--- src/rtl/multicycle_alu.sv ---
// -----------------------------------------------------------------------------
// multicycle_alu
//   Arithmetic responder for the control unit's ALU interface. It accepts an
//   opcode and two WIDTH-bit operands under a 4-phase start/done handshake.
//   It produces a 2*WIDTH result, split into low and high halves.
//   ADD/SUB/logic/SLT finish in one step. MUL (shift-add) and DIV (restoring)
//   take ITER steps. A DIV by zero finishes in one step.
//
//   Ports
//     clk              clock, rising edge
//     reset            asynchronous, active-high reset
//     alu_start        request level; held high by the initiator until done
//     alu_opcode[2:0]  operation, sampled at acceptance
//     alu_a, alu_b     operands, sampled at acceptance
//     alu_result_low   result bits [WIDTH-1:0]
//     alu_result_high  result bits [2*WIDTH-1:WIDTH]
//     alu_done         result valid; held until alu_start drops
//     alu_busy         high in CALC and DONE
//
//   state | meaning
//   ------+-----------------------------------------------------------
//   IDLE  | waiting for alu_start; operands latched on acceptance
//   CALC  | one step per edge; down-counter terminal count ends the op
//   DONE  | result and alu_done held until alu_start is seen low
// -----------------------------------------------------------------------------
module multicycle_alu #(
    parameter int WIDTH = 16,
    parameter int ITER  = WIDTH
) (
    input  logic             clk,
    input  logic             reset,
    input  logic             alu_start,
    input  logic [2:0]       alu_opcode,
    input  logic [WIDTH-1:0] alu_a,
    input  logic [WIDTH-1:0] alu_b,
    output logic [WIDTH-1:0] alu_result_low,
    output logic [WIDTH-1:0] alu_result_high,
    output logic             alu_done,
    output logic             alu_busy
);

    localparam int CW = $clog2(ITER + 1);

    localparam logic [2:0] OP_ADD = 3'b000;
    localparam logic [2:0] OP_SUB = 3'b001;
    localparam logic [2:0] OP_MUL = 3'b010;
    localparam logic [2:0] OP_DIV = 3'b011;
    localparam logic [2:0] OP_AND = 3'b100;
    localparam logic [2:0] OP_OR  = 3'b101;
    localparam logic [2:0] OP_XOR = 3'b110;
    localparam logic [2:0] OP_SLT = 3'b111;

    typedef enum logic [1:0] {IDLE, CALC, DONE} state_t;

    state_t           state, state_nxt;
    logic [2:0]       op_q;
    logic [WIDTH-1:0] a_q, b_q;
    // acc_q: MUL partial product high half / DIV partial remainder.
    // mq_q : MUL multiplier shifting out LSB-first, product low half shifting in /
    //        DIV dividend shifting out MSB-first, quotient shifting in.
    logic [WIDTH-1:0] acc_q, mq_q;
    logic [CW-1:0]    count_q;
    logic [WIDTH-1:0] res_lo_q, res_hi_q;

    logic [WIDTH:0]   add_sum, sub_diff, mul_sum, div_shift, div_diff;
    logic             div_qbit;
    logic [WIDTH-1:0] acc_nxt, mq_nxt, lo_fin, hi_fin;
    logic             last_step;
    logic             load_long;

    assign last_step = (count_q == CW'(1));
    // A DIV by zero is resolved in a single step, so it loads the short count.
    assign load_long = (alu_opcode == OP_MUL) ||
                       ((alu_opcode == OP_DIV) && (alu_b != '0));

    always_comb begin
        add_sum   = {1'b0, a_q} + {1'b0, b_q};
        sub_diff  = {1'b0, a_q} - {1'b0, b_q};
        mul_sum   = mq_q[0] ? ({1'b0, acc_q} + {1'b0, b_q}) : {1'b0, acc_q};
        div_shift = {acc_q, mq_q[WIDTH-1]};
        div_diff  = div_shift - {1'b0, b_q};
        // When the trial subtract does not borrow, the shifted remainder was >= b.
        div_qbit  = ~div_diff[WIDTH];

        acc_nxt = acc_q;
        mq_nxt  = mq_q;
        case (op_q)
            OP_MUL: begin
                acc_nxt = mul_sum[WIDTH:1];
                mq_nxt  = {mul_sum[0], mq_q[WIDTH-1:1]};
            end
            OP_DIV: begin
                acc_nxt = div_qbit ? div_diff[WIDTH-1:0] : div_shift[WIDTH-1:0];
                mq_nxt  = {mq_q[WIDTH-2:0], div_qbit};
            end
            default: ;
        endcase

        lo_fin = '0;
        hi_fin = '0;
        case (op_q)
            OP_ADD: begin
                lo_fin = add_sum[WIDTH-1:0];
                hi_fin = {{(WIDTH-1){1'b0}}, add_sum[WIDTH]};
            end
            OP_SUB: begin
                lo_fin = sub_diff[WIDTH-1:0];
                hi_fin = {{(WIDTH-1){1'b0}}, sub_diff[WIDTH]};
            end
            OP_MUL: begin
                lo_fin = mq_nxt;
                hi_fin = acc_nxt;
            end
            OP_DIV: begin
                if (b_q == '0) begin
                    lo_fin = '1;
                    hi_fin = a_q;
                end else begin
                    lo_fin = mq_nxt;
                    hi_fin = acc_nxt;
                end
            end
            OP_AND: lo_fin = a_q & b_q;
            OP_OR:  lo_fin = a_q | b_q;
            OP_XOR: lo_fin = a_q ^ b_q;
            OP_SLT: lo_fin = {{(WIDTH-1){1'b0}}, sub_diff[WIDTH]};
            default: ;
        endcase
    end

    always_comb begin
        state_nxt = state;
        case (state)
            IDLE:    if (alu_start)  state_nxt = CALC;
            CALC:    if (last_step)  state_nxt = DONE;
            DONE:    if (!alu_start) state_nxt = IDLE;
            default: state_nxt = IDLE;
        endcase
    end

    always_ff @(posedge clk or posedge reset) begin
        if (reset) begin
            state <= IDLE;
        end else begin
            state <= state_nxt;
        end
    end

    always_ff @(posedge clk or posedge reset) begin
        if (reset) begin
            op_q     <= '0;
            a_q      <= '0;
            b_q      <= '0;
            acc_q    <= '0;
            mq_q     <= '0;
            count_q  <= '0;
            res_lo_q <= '0;
            res_hi_q <= '0;
        end else begin
            case (state)
                IDLE: begin
                    if (alu_start) begin
                        op_q    <= alu_opcode;
                        a_q     <= alu_a;
                        b_q     <= alu_b;
                        acc_q   <= '0;
                        mq_q    <= alu_a;
                        count_q <= load_long ? CW'(ITER) : CW'(1);
                    end
                end
                CALC: begin
                    acc_q   <= acc_nxt;
                    mq_q    <= mq_nxt;
                    count_q <= count_q - CW'(1);
                    if (last_step) begin
                        res_lo_q <= lo_fin;
                        res_hi_q <= hi_fin;
                    end
                end
                default: ;
            endcase
        end
    end

    assign alu_result_low  = res_lo_q;
    assign alu_result_high = res_hi_q;
    assign alu_done        = (state == DONE);
    assign alu_busy        = (state != IDLE);

endmodule

--- config.mk ---
export PLATFORM = sky130hd
export DESIGN_NAME = multicycle_alu
export DESIGN_NICKNAME = d
export VERILOG_FILES = /design/src/rtl/multicycle_alu.sv
export SDC_FILE = /design/constraint.sdc
export NUM_CORES = 1
export LEC_CHECK = 0
export ABC_AREA = 1
export ABC_CLOCK_PERIOD_IN_PS = 10400
export BUFFER_PORTS_ARGS = -buffer_cell sky130_fd_sc_hd__buf_2
export CORE_ASPECT_RATIO = 1.75
export CORE_MARGIN = 2
export CORE_UTILIZATION = 25
export DETAILED_ROUTE_END_ITERATION = 8
export HOLD_SLACK_MARGIN = 0.15
export SETUP_SLACK_MARGIN = 0.4
export SKIP_LAST_GASP = 1
export SLEW_MARGIN = 20
export SYNTH_ARGS = -nofsm -noshare
export SYNTH_HDL_FRONTEND = slang
export SYNTH_SLANG_ARGS = --single-unit
--- constraint.sdc ---
create_clock -name clk -period 10.4 [get_ports clk]
set_input_delay 2.08 -clock clk [delete_from_list [all_inputs] [get_ports clk]]
set_output_delay 2.08 -clock clk [all_outputs]
set_load 0.01 [all_outputs]
==> flow_summary.yaml <==
cells_and_area:
  layout-drive-gt1-share_pct: 9.29
  area_growth_syn_to_layout_pct: 11.7
  finalInstanceArea_mm2: 0.0107
  final_cell_mix: "nand2_1, inv_1, o21ai_0, dfrtp_1, nand3_1"
  nets: 1637
  stdcell_count: 2003
  n_antenna_cell: 0
  layout_commonest_cell: "nand2_1"
  final_util_pct: 28.1
worst_hold_path:
  whs_path_depth: 2
  hold-path-endpoint: "alu_result_high[15]"
  min_path_type: "register to register"
  hp-start: "alu_result_high[15]"
clock_tree:
  cts_tree: "yes"
  hold_buffers: 0
  ctsResizeCount: 0
  clockBufferDepth: 2
  clk-insertion-delay-late_ns: 0.38
  cts.sinks: 106
  cts_setup_buffers: 0
  clk_pin_slew_ns: 0.08
  cts_root_buffer: "clkbuf_16"
  numCtsBuffers: 9
  ctsHtreeMaxLevel: 3
synth:
  yosys.cell_types.count: 49
  syn_inst: 1466
  synth-main-ff-cell: "dfrtp_1"
  yosys_warnings: 0
  post_synth.cell_area_avg_um2: 6.56
  synth.ff_latch_count: 106
  syn_area_mm2: 0.00961
  synth-edff-count: 0
  seq_area_frac_synth_pct: 27.6
  async_flop_share_pct: 100
  synth_nets: 1590
critical_path:
  critPathRequiredTime_ns: 10.65
  worst_ep_arrival_time_ns: 4.51
  reg2regPathDepth: 11
  end_kind: "register"
  path_max_fanout: 45
  crit_path_start_kind: "input port"
  cp-startpoint: "alu_start"
  r2r_slack_ns: 6.56
  timing.rr.end: "alu_result_low[0]"
  critPathKind: "input port to register"
  reg2reg_from: "op_q[1]"
detailed_routing:
  drtIter0Drc: 787
  vias_per_cell: 5.11
  ant_nets: 0
  firstDrtPassIters: 8
  route.detailed.wl_per_inst_um: 19.3
  wirelength_um: 38700
  vias: 10200
  drc_errors: 0
power_and_ir_drop:
  power_density_mw_per_mm2: 389
  p_leak_nw: 5.63
  ir_drop_mv: 0.109
timing:
  layout_setup_ws_ns: 6.14
  slew_headroom_pct: 26.8
  finalClockSkew_ns: 0.00678
  max_freq_mhz: 235
  drv_slew: 0
  period_share_pct: 41.0
  tightest_slew_ns: 1.10
  min_period_ns: 4.26
  finalSetupViolations: 0
  tns_ns: 0
  final-hold-violation-count: 0
  rsz0062_at_grt: "no"
placed_design:
  dp_cells: 1987
  hpwlAfterDp_um: 31300
  gp_congestion: 0.985
  dp_slack_ns: 5.77
  placed_area_mm2: 0.0104
  port_buffers: 71
global_route:
  track_usage_pct: 18.9
  antenna_found_initial: 0
  grt_pass1_vias: 10300
  overflow: 0
  grt_max_degree: 55
  grt_pass1_wl_um: 58100
floorplanning:
  rows: 95
  die_w_um: 152
  start_util_pct: 25.2
  core_mm2: 0.0382
  ios: 72
  die_h_um: 263
  dieArea_mm2: 0.0401
run_status:
  status: "complete, no violations"
run:
  cap_violations: 0
==> registers in the layout, indices dropped and copies added, names as in the netlist <==
name	flops
acc_q	16
a_q	16
op_q	3
alu_result_low	16
state	2
alu_result_high	16
mq_q	16
count_q	5
b_q	16
==> routing by layer <==
metal | global-route usage [%] | part of all wire [%] | vias to the layer above | wire length, um
met2 | 36.2 | 53 | 370 | 20500
met1 | 17.3 | 33 | 4808 | 12800
met3 | 1.45 | 3.5 | 150 | 1340
met4 | 17.4 | 10 | 0 | 4060
li1 | - | - | 4904 | -
met5 | 0 | 0 | - | 0
==> worst max path at each step <==
| stage | to | slack, ns | depth (start not counted) |
|---|---|---|---|
| floorplan | a_q[0] | 5.53 | 1 |
| detailed placement | mq_q[6] | 5.77 | 9 |
| CTS | mq_q[6] | 6.17 | 9 |
| global placement | mq_q[6] | 5.72 | 9 |
| finish | mq_q[6] | 6.14 | 9 |
| global route | mq_q[6] | 5.98 | 9 |
==> area by class of cell <==
cell class	instances	area, um2
multi-input combinational	1109	5960
sequential	106	2650
clock buffer	9	225
inverter	208	783
tap	485	607
clock inverter	7	92.6
fill	4225	27400
timing repair buffer	79	415
==> critical path, stage by stage <==
cell and delay, ns:
buf_2 0.09, nand2_1 0.05, buf_4 0.26, inv_2 0.51, nor2_1 0.23, inv_1 0.85, o21ai_0 0.21, nand2_1 0.10
o221ai_1 0.10
==> Yosys cell counts, types with 11 or more instances <==
master,n,area share [%]
nand2_1,442,17
clkbuf_1,18,0.70
nor3_1,13,0.68
nand3_2,12,1.2
ha_1,82,11
o221ai_1,14,1.3
nor2_1,92,3.6
o21ai_0,114,5.9
o22ai_1,18,1.2
a21oi_1,95,4.9
dfrtp_1,106,28
buf_2,13,0.68
nand3_1,104,5.4
nand2_2,11,0.72
inv_1,197,7.7
nand4_1,15,0.98
==> cell families (layout without fill, tap and decap cells) <==
group                    after synthesis  count (layout)  synth area share (%)
AND/OR/NAND/NOR                      712             712                  31.7
AO/OA/AOI/OAI                        301             301                  17.9
buffers and inverters                251             303                  10.4
flip-flops                           106             106                  27.6
adder cells (fa/ha/maj)               86              86                  11.5
XOR/XNOR                              10              10                 0.911
==> power breakdown <==
group	switching [mW]	total [mW]	internal, mW
combinational	2.07	2.98	0.912
clock	0.194	0.388	0.194
sequential	0.209	0.809	0.601
==> through the flow <==
stage	power, mW	hold WS [ns]
4_1_cts	4.14	0.483
5_1_grt	4.53	0.502
6_report	4.18	0.478
3_5_place_dp	3.75	0.462
2_1_floorplan	2.85	0.453
3_3_place_gp	3.70	0.456
No activity file was read; power rests on OpenSTA's default activity.
